## src/rtl/stack_sequencer_pkg.sv

```systemverilog
// stack_sequencer_pkg
//   Shared definitions for the CALL/RET stack sequencer: FSM state encoding
//   and the default widths / depth of the return-address stack.
package stack_sequencer_pkg;

  localparam int ADDR_W_DEF  = 10;    // return-address width
  localparam int SP_W_DEF    = 10;    // stack pointer / RAM address width
  localparam int STACK_DEPTH = 1024;  // entries in the external stack RAM

  typedef enum logic [2:0] {
    S_IDLE    = 3'd0,
    S_WRITE   = 3'd1,
    S_POP     = 3'd2,
    S_READ    = 3'd3,
    S_CAPTURE = 3'd4,
    S_DONE    = 3'd5,
    S_ERR     = 3'd6
  } state_e;

endpackage

```

## src/rtl/stack_sequencer.sv

```systemverilog
// stack_sequencer
//   Turns a single-cycle CALL or RET request from decode into an ordered
//   stack-pointer update plus stack-RAM access, and returns popped addresses
//   to the PC logic.
//
// Ports
//   clk, rst_n            clock (rising edge), asynchronous active-low reset
//   call_req, ret_req     requests, sampled only in IDLE (CALL wins a tie)
//   ret_addr_in           address pushed by a CALL
//   busy                  high whenever the FSM is not IDLE
//   done                  one-cycle completion pulse (success or error)
//   pc_out, pc_valid      popped address (held) and its one-cycle strobe
//   overflow_err          CALL refused because the stack is full
//   underflow_err         RET refused because the stack is empty
//   sp, stack_overflow    from the stack pointer (sp = next free slot)
//   push, pop             to the stack pointer, each a one-cycle pulse
//   mem_we, mem_re        stack RAM write / read enables
//   mem_addr, mem_wdata   stack RAM address and write data
//   mem_rdata             stack RAM read data, valid one cycle after mem_re
//   dbg_state             current FSM state encoding
//
// Handshake: a request is accepted on any rising edge where the FSM is IDLE
// and the request is high; requests while busy are dropped, and the requester
// re-issues after done. done is the only completion indication.
module stack_sequencer
  import stack_sequencer_pkg::*;
#(
  parameter int ADDR_W = ADDR_W_DEF,
  parameter int SP_W   = SP_W_DEF
) (
  input  logic              clk,
  input  logic              rst_n,
  input  logic              call_req,
  input  logic              ret_req,
  input  logic [ADDR_W-1:0] ret_addr_in,
  output logic              busy,
  output logic              done,
  output logic [ADDR_W-1:0] pc_out,
  output logic              pc_valid,
  output logic              overflow_err,
  output logic              underflow_err,
  input  logic [SP_W-1:0]   sp,
  input  logic              stack_overflow,
  output logic              push,
  output logic              pop,
  output logic              mem_we,
  output logic              mem_re,
  output logic [SP_W-1:0]   mem_addr,
  output logic [ADDR_W-1:0] mem_wdata,
  input  logic [ADDR_W-1:0] mem_rdata,
  output logic [2:0]        dbg_state
);

  state_e              state, state_nxt;
  logic [ADDR_W-1:0]   addr_q;     // address latched with the CALL
  logic                is_ret_q;   // current operation is a RET
  logic                ovf_q;      // latched overflow refusal
  logic                unf_q;      // latched underflow refusal

  // State register and datapath latches. Asynchronous reset returns the FSM
  // to IDLE, which drops every state-decoded strobe immediately.
  always_ff @(posedge clk or negedge rst_n) begin
    if (!rst_n) begin
      state    <= S_IDLE;
      addr_q   <= '0;
      is_ret_q <= 1'b0;
      ovf_q    <= 1'b0;
      unf_q    <= 1'b0;
      pc_out   <= '0;
    end else begin
      state <= state_nxt;
      if (state == S_IDLE) begin
        if (call_req) begin
          addr_q   <= ret_addr_in;
          is_ret_q <= 1'b0;
          ovf_q    <= stack_overflow;
          unf_q    <= 1'b0;
        end else if (ret_req) begin
          is_ret_q <= 1'b1;
          ovf_q    <= 1'b0;
          unf_q    <= (sp == '0);
        end
      end
      if (state == S_CAPTURE) begin
        pc_out <= mem_rdata;
      end
    end
  end

  always_comb begin
    state_nxt = state;
    case (state)
      S_IDLE: begin
        if (call_req) begin
          state_nxt = stack_overflow ? S_ERR : S_WRITE;
        end else if (ret_req) begin
          state_nxt = (sp == '0) ? S_ERR : S_POP;
        end
      end
      S_WRITE:   state_nxt = S_DONE;
      S_POP:     state_nxt = S_READ;
      // sp was decremented by POP, so here it addresses the top entry
      S_READ:    state_nxt = S_CAPTURE;
      S_CAPTURE: state_nxt = S_DONE;
      S_DONE:    state_nxt = S_IDLE;
      S_ERR:     state_nxt = S_IDLE;
      default:   state_nxt = S_IDLE;
    endcase
  end

  // All strobes decode from the registered state only.
  assign busy          = (state != S_IDLE);
  assign done          = (state == S_DONE) || (state == S_ERR);
  assign pc_valid      = (state == S_DONE) && is_ret_q;
  assign overflow_err  = (state == S_ERR) && ovf_q;
  assign underflow_err = (state == S_ERR) && unf_q;
  assign push          = (state == S_WRITE);
  assign pop           = (state == S_POP);
  assign mem_we        = (state == S_WRITE);
  assign mem_re        = (state == S_READ);
  assign mem_addr      = ((state == S_WRITE) || (state == S_READ)) ? sp : '0;
  assign mem_wdata     = (state == S_WRITE) ? addr_q : '0;
  assign dbg_state     = state;

endmodule

```

## config.mk

```make
export PLATFORM = sky130hd
export DESIGN_NAME = stack_sequencer
export DESIGN_NICKNAME = d
export VERILOG_FILES = /design/src/rtl/stack_sequencer_pkg.sv /design/src/rtl/stack_sequencer.sv
export SDC_FILE = /design/constraint.sdc
export NUM_CORES = 1
export LEC_CHECK = 0
export CELL_PAD_IN_SITES_DETAIL_PLACEMENT = 2
export CELL_PAD_IN_SITES_GLOBAL_PLACEMENT = 2
export CORE_UTILIZATION = 22
export CTS_BUF_LIST = sky130_fd_sc_hd__clkbuf_4 sky130_fd_sc_hd__clkbuf_8
export DETAILED_ROUTE_END_ITERATION = 8
export GPL_ROUTABILITY_DRIVEN = 0
export PLACE_DENSITY_LB_ADDON = 0.1
export SLEW_MARGIN = 20
export SYNTH_ARGS = -nofsm -noshare
export SYNTH_HDL_FRONTEND = slang
export SYNTH_SLANG_ARGS = --single-unit
```

## constraint.sdc

```tcl
create_clock -name clk -period 1.6 [get_ports clk]
set_input_delay 0.32 -clock clk [delete_from_list [all_inputs] [get_ports clk]]
set_output_delay 0.32 -clock clk [all_outputs]
set_load 0.02 [all_outputs]
```

==> results.md <==
* Status: complete, but fails checks
* Failing checks: setup timing
* DPL Wire Length at between 3000 and 4000 µm
* Fillers at 583
* Vias in the first global route at 1360
* Synth area leader: dfrtp_1
* FFs w/ async S/R, synth at 100%
* Setup Viol. Count Final at 17
* Post-synthesis average cell area at 11.9 µm²
* Top FF cell, synth: dfrtp_1
* GRT Overall Usage at 14.4%
* Max VDD drop at 0.000551 V
* EDFF count, synth at 0
* CTS Hold Buffers Added at 0
* Number of synthesized register bits at 26
* Final slew viol count at 0
* # diodes at 0
* Io pins at 77
* H-tree depth at 1
* Final Power at 4.80 mW
* Worst hold path class: primary input to async pin
* Post-synth cell types at 28
* Final period util at 108%
* RSZ-0062 raised after global routing: yes
* Final hold viol count at 0
* Die ar. at 6230 µm²
* Clk pwr share at 11.4%
* ANT nets after route at 0
* Warnings from Yosys at 0
* Net Sw Frac at 36.5%
* Clock Latency Late Sink at 270 ps
* First-pass GRT wire length at between 6000 and 7000 µm
* Drt first-iter violations at 14
* DRC viols at 0
* Type of the worst setup path: flop to output port
* Mapped Cells at 109
* Crit path launch type: flop
* CTS Buf Count at 3
* MaxCap Viol Count at 0
* Initial Util at 23.2%
* Crit. End Element: output port
* Commonest cells in the netlist: 26 x dfrtp_1, 22 x and2_1, 12 x mux2_2, 9 x mux2_1
* Leakage power at 1.14 nW
* Worst reg-to-reg setup slack at -10 ps
* Flop pwr share at 24.0%
* Drt wl/cell at 15.9 µm
* Routed vias at 1180
* Slew @ Worst Pin at 338 ps
* Die H at 78.9 µm
* Required time of the critical path at 1280 ps
* GRT overflow at 0
* Max-slew headroom at between 70% and 80%
* Cell area after synthesis at 1300 µm²
* CTS root buffer: clkbuf_8
* Comb pwr share at 64.6%
* Largest net degree at the start of global routing at 27
* Synth top area share at 50.0%
* Setup WS post-layout at -134 ps
* Core area at 5610 µm²
* Critical path peak fanout at 6
* Clock-pin slew on the worst setup and hold paths at 90 ps
* Pre-antenna DRT Iters at 2
* Achievable Freq at about 580 MHz
* Int Pwr at 3.05 mW
* CTS tree: built
* Syn_nets at 144
* Pwr dens at approximately 1900 nW/µm²
* Layout cells sized above 1 at 52.9%
* Final Critical Period at 1730 ps
* Port buffer count at 76
* Routed vias/inst at 4.28
* Initial antenna violation count at 0
* Rows at 27
* Most frequent cell after synthesis: dfrtp_1
* Post-synthesis sequential area ratio at 50.0%
* Clock Skew at 4.53 ps
* CTS sink count at 26
* Die X at 78.9 µm
* Net load switching power at 1.75 mW
* Clock Tree Buf Depth at 2
* Routed wire length at 4390 µm
* Worst EP arrival at 1410 ps
* Top cells by area, synth: dfrtp_1 50%, and2_1 11%, mux2_2 10%, mux2_1 7.8%, nor2b_1 1.9%
* NumNets Final at 240
* Worst hold slack at 428 ps
* Area delta synth->final at 91.3%
[worst max-delay path, stage by stage, from the launching register on]
cell     delay [ps]
dfrtp_2         440
nor2b_4         140
nor2b_4         190
buf_6           140
and2_4          140
buf_6           110
[power groups by stage]
stage          sequential, mW  clock (mW)  combinational [mW]
2_1_floorplan            1.32           0                1.29
3_3_place_gp             1.12           0                2.60
3_5_place_dp             1.14           0                2.68
4_1_cts                  1.15       0.572                2.86
5_1_grt                  1.20       0.581                3.33
6_report                 1.15       0.547                3.10
[logic make-up (layout without fill, tap and decap cells)]
family / count (synthesis) / in the layout / share of synthesized area, %
and+or+nand+nor: 42 / 43 / 21.1
DFF: 26 / 26 / 50.0
muxes: 21 / 21 / 18.2
buffers and inverters: 11 / 105 / 5.29
AOI/OAI and AO/OA: 7 / 7 / 4.04
adders and majority gates: 1 / 1 / 0.769
xor gates and xnor gates: 1 / 1 / 0.673
[what timing repair did]
item	in CTS	in global routing
endpoints found under the setup margin	52	52
pin swaps	0	19
setup buffers	2	2
cloned	3	0
gates resized for setup	174	48
[stage by stage]
stage                     setup WS [ps]  util, %  cell area (µm²)  std cells  TNS, ps
final                              -134     44.4             2490        276    -1390
after detailed placement           -354     39.9             2240        265    -8070
after global routing               -176     44.4             2490        276    -2980
after CTS                          -149     42.2             2370        274    -1970
after floorplan                   -10.3        -             1330        109    -92.5
after global placement             -265     39.9             2240        265    -6230
[sequential cells by signal, summed over array words and instances (netlist names)]
signal,cells
addr_q,10
pc_out,10
dbg_state,3
is_ret_q,1
ovf_q,1
unf_q,1
[cell usage in the layout (no fill, tap or decap), drive strengths merged, types with 2 or more instances in the layout]
cell	count
buf	53
clkdlybuf4s50	42
dfrtp	26
and2	24
mux2	21
nor2b	5
nor3	5
clkbuf	3
and3	3
inv	2
nor4	2
a21oi	2
dlymetal6s2s	2
[per-layer routing]
metal | vias up | GRT usage, % | part of all wire (%)
li1 | 559 | - | -
met1 | 574 | 18.3 | 43
met2 | 45 | 25.4 | 51
met3 | 2 | 1.49 | 4.2
met4 | 0 | 4.91 | 0.82
met5 | - | 0 | 0
[layout make-up]
type	count	area (µm²)	area share, %
clock buffers	3	41.3	1.66
well taps	72	90.1	3.62
multi-input cells	73	694	27.9
flip-flops and latches	26	653	26.2
inverters	2	7.51	0.302
clock inverters	1	30.0	1.21
repair buffers	99	972	39.1
[path summary, 6_finish.rpt]
kind                       cells past startpoint            to    startpoint
hold / removal                                 2     addr_q[1]         rst_n
min in group clk                               1     addr_q[9]     addr_q[9]
setup reg to reg                               5     addr_q[0]  dbg_state[0]
hold reg to reg                                1     addr_q[9]     addr_q[9]
setup / recovery                               5  mem_wdata[9]  dbg_state[2]
max in group asynchronous                      2  dbg_state[2]         rst_n
(Power assumes the default switching activity.)
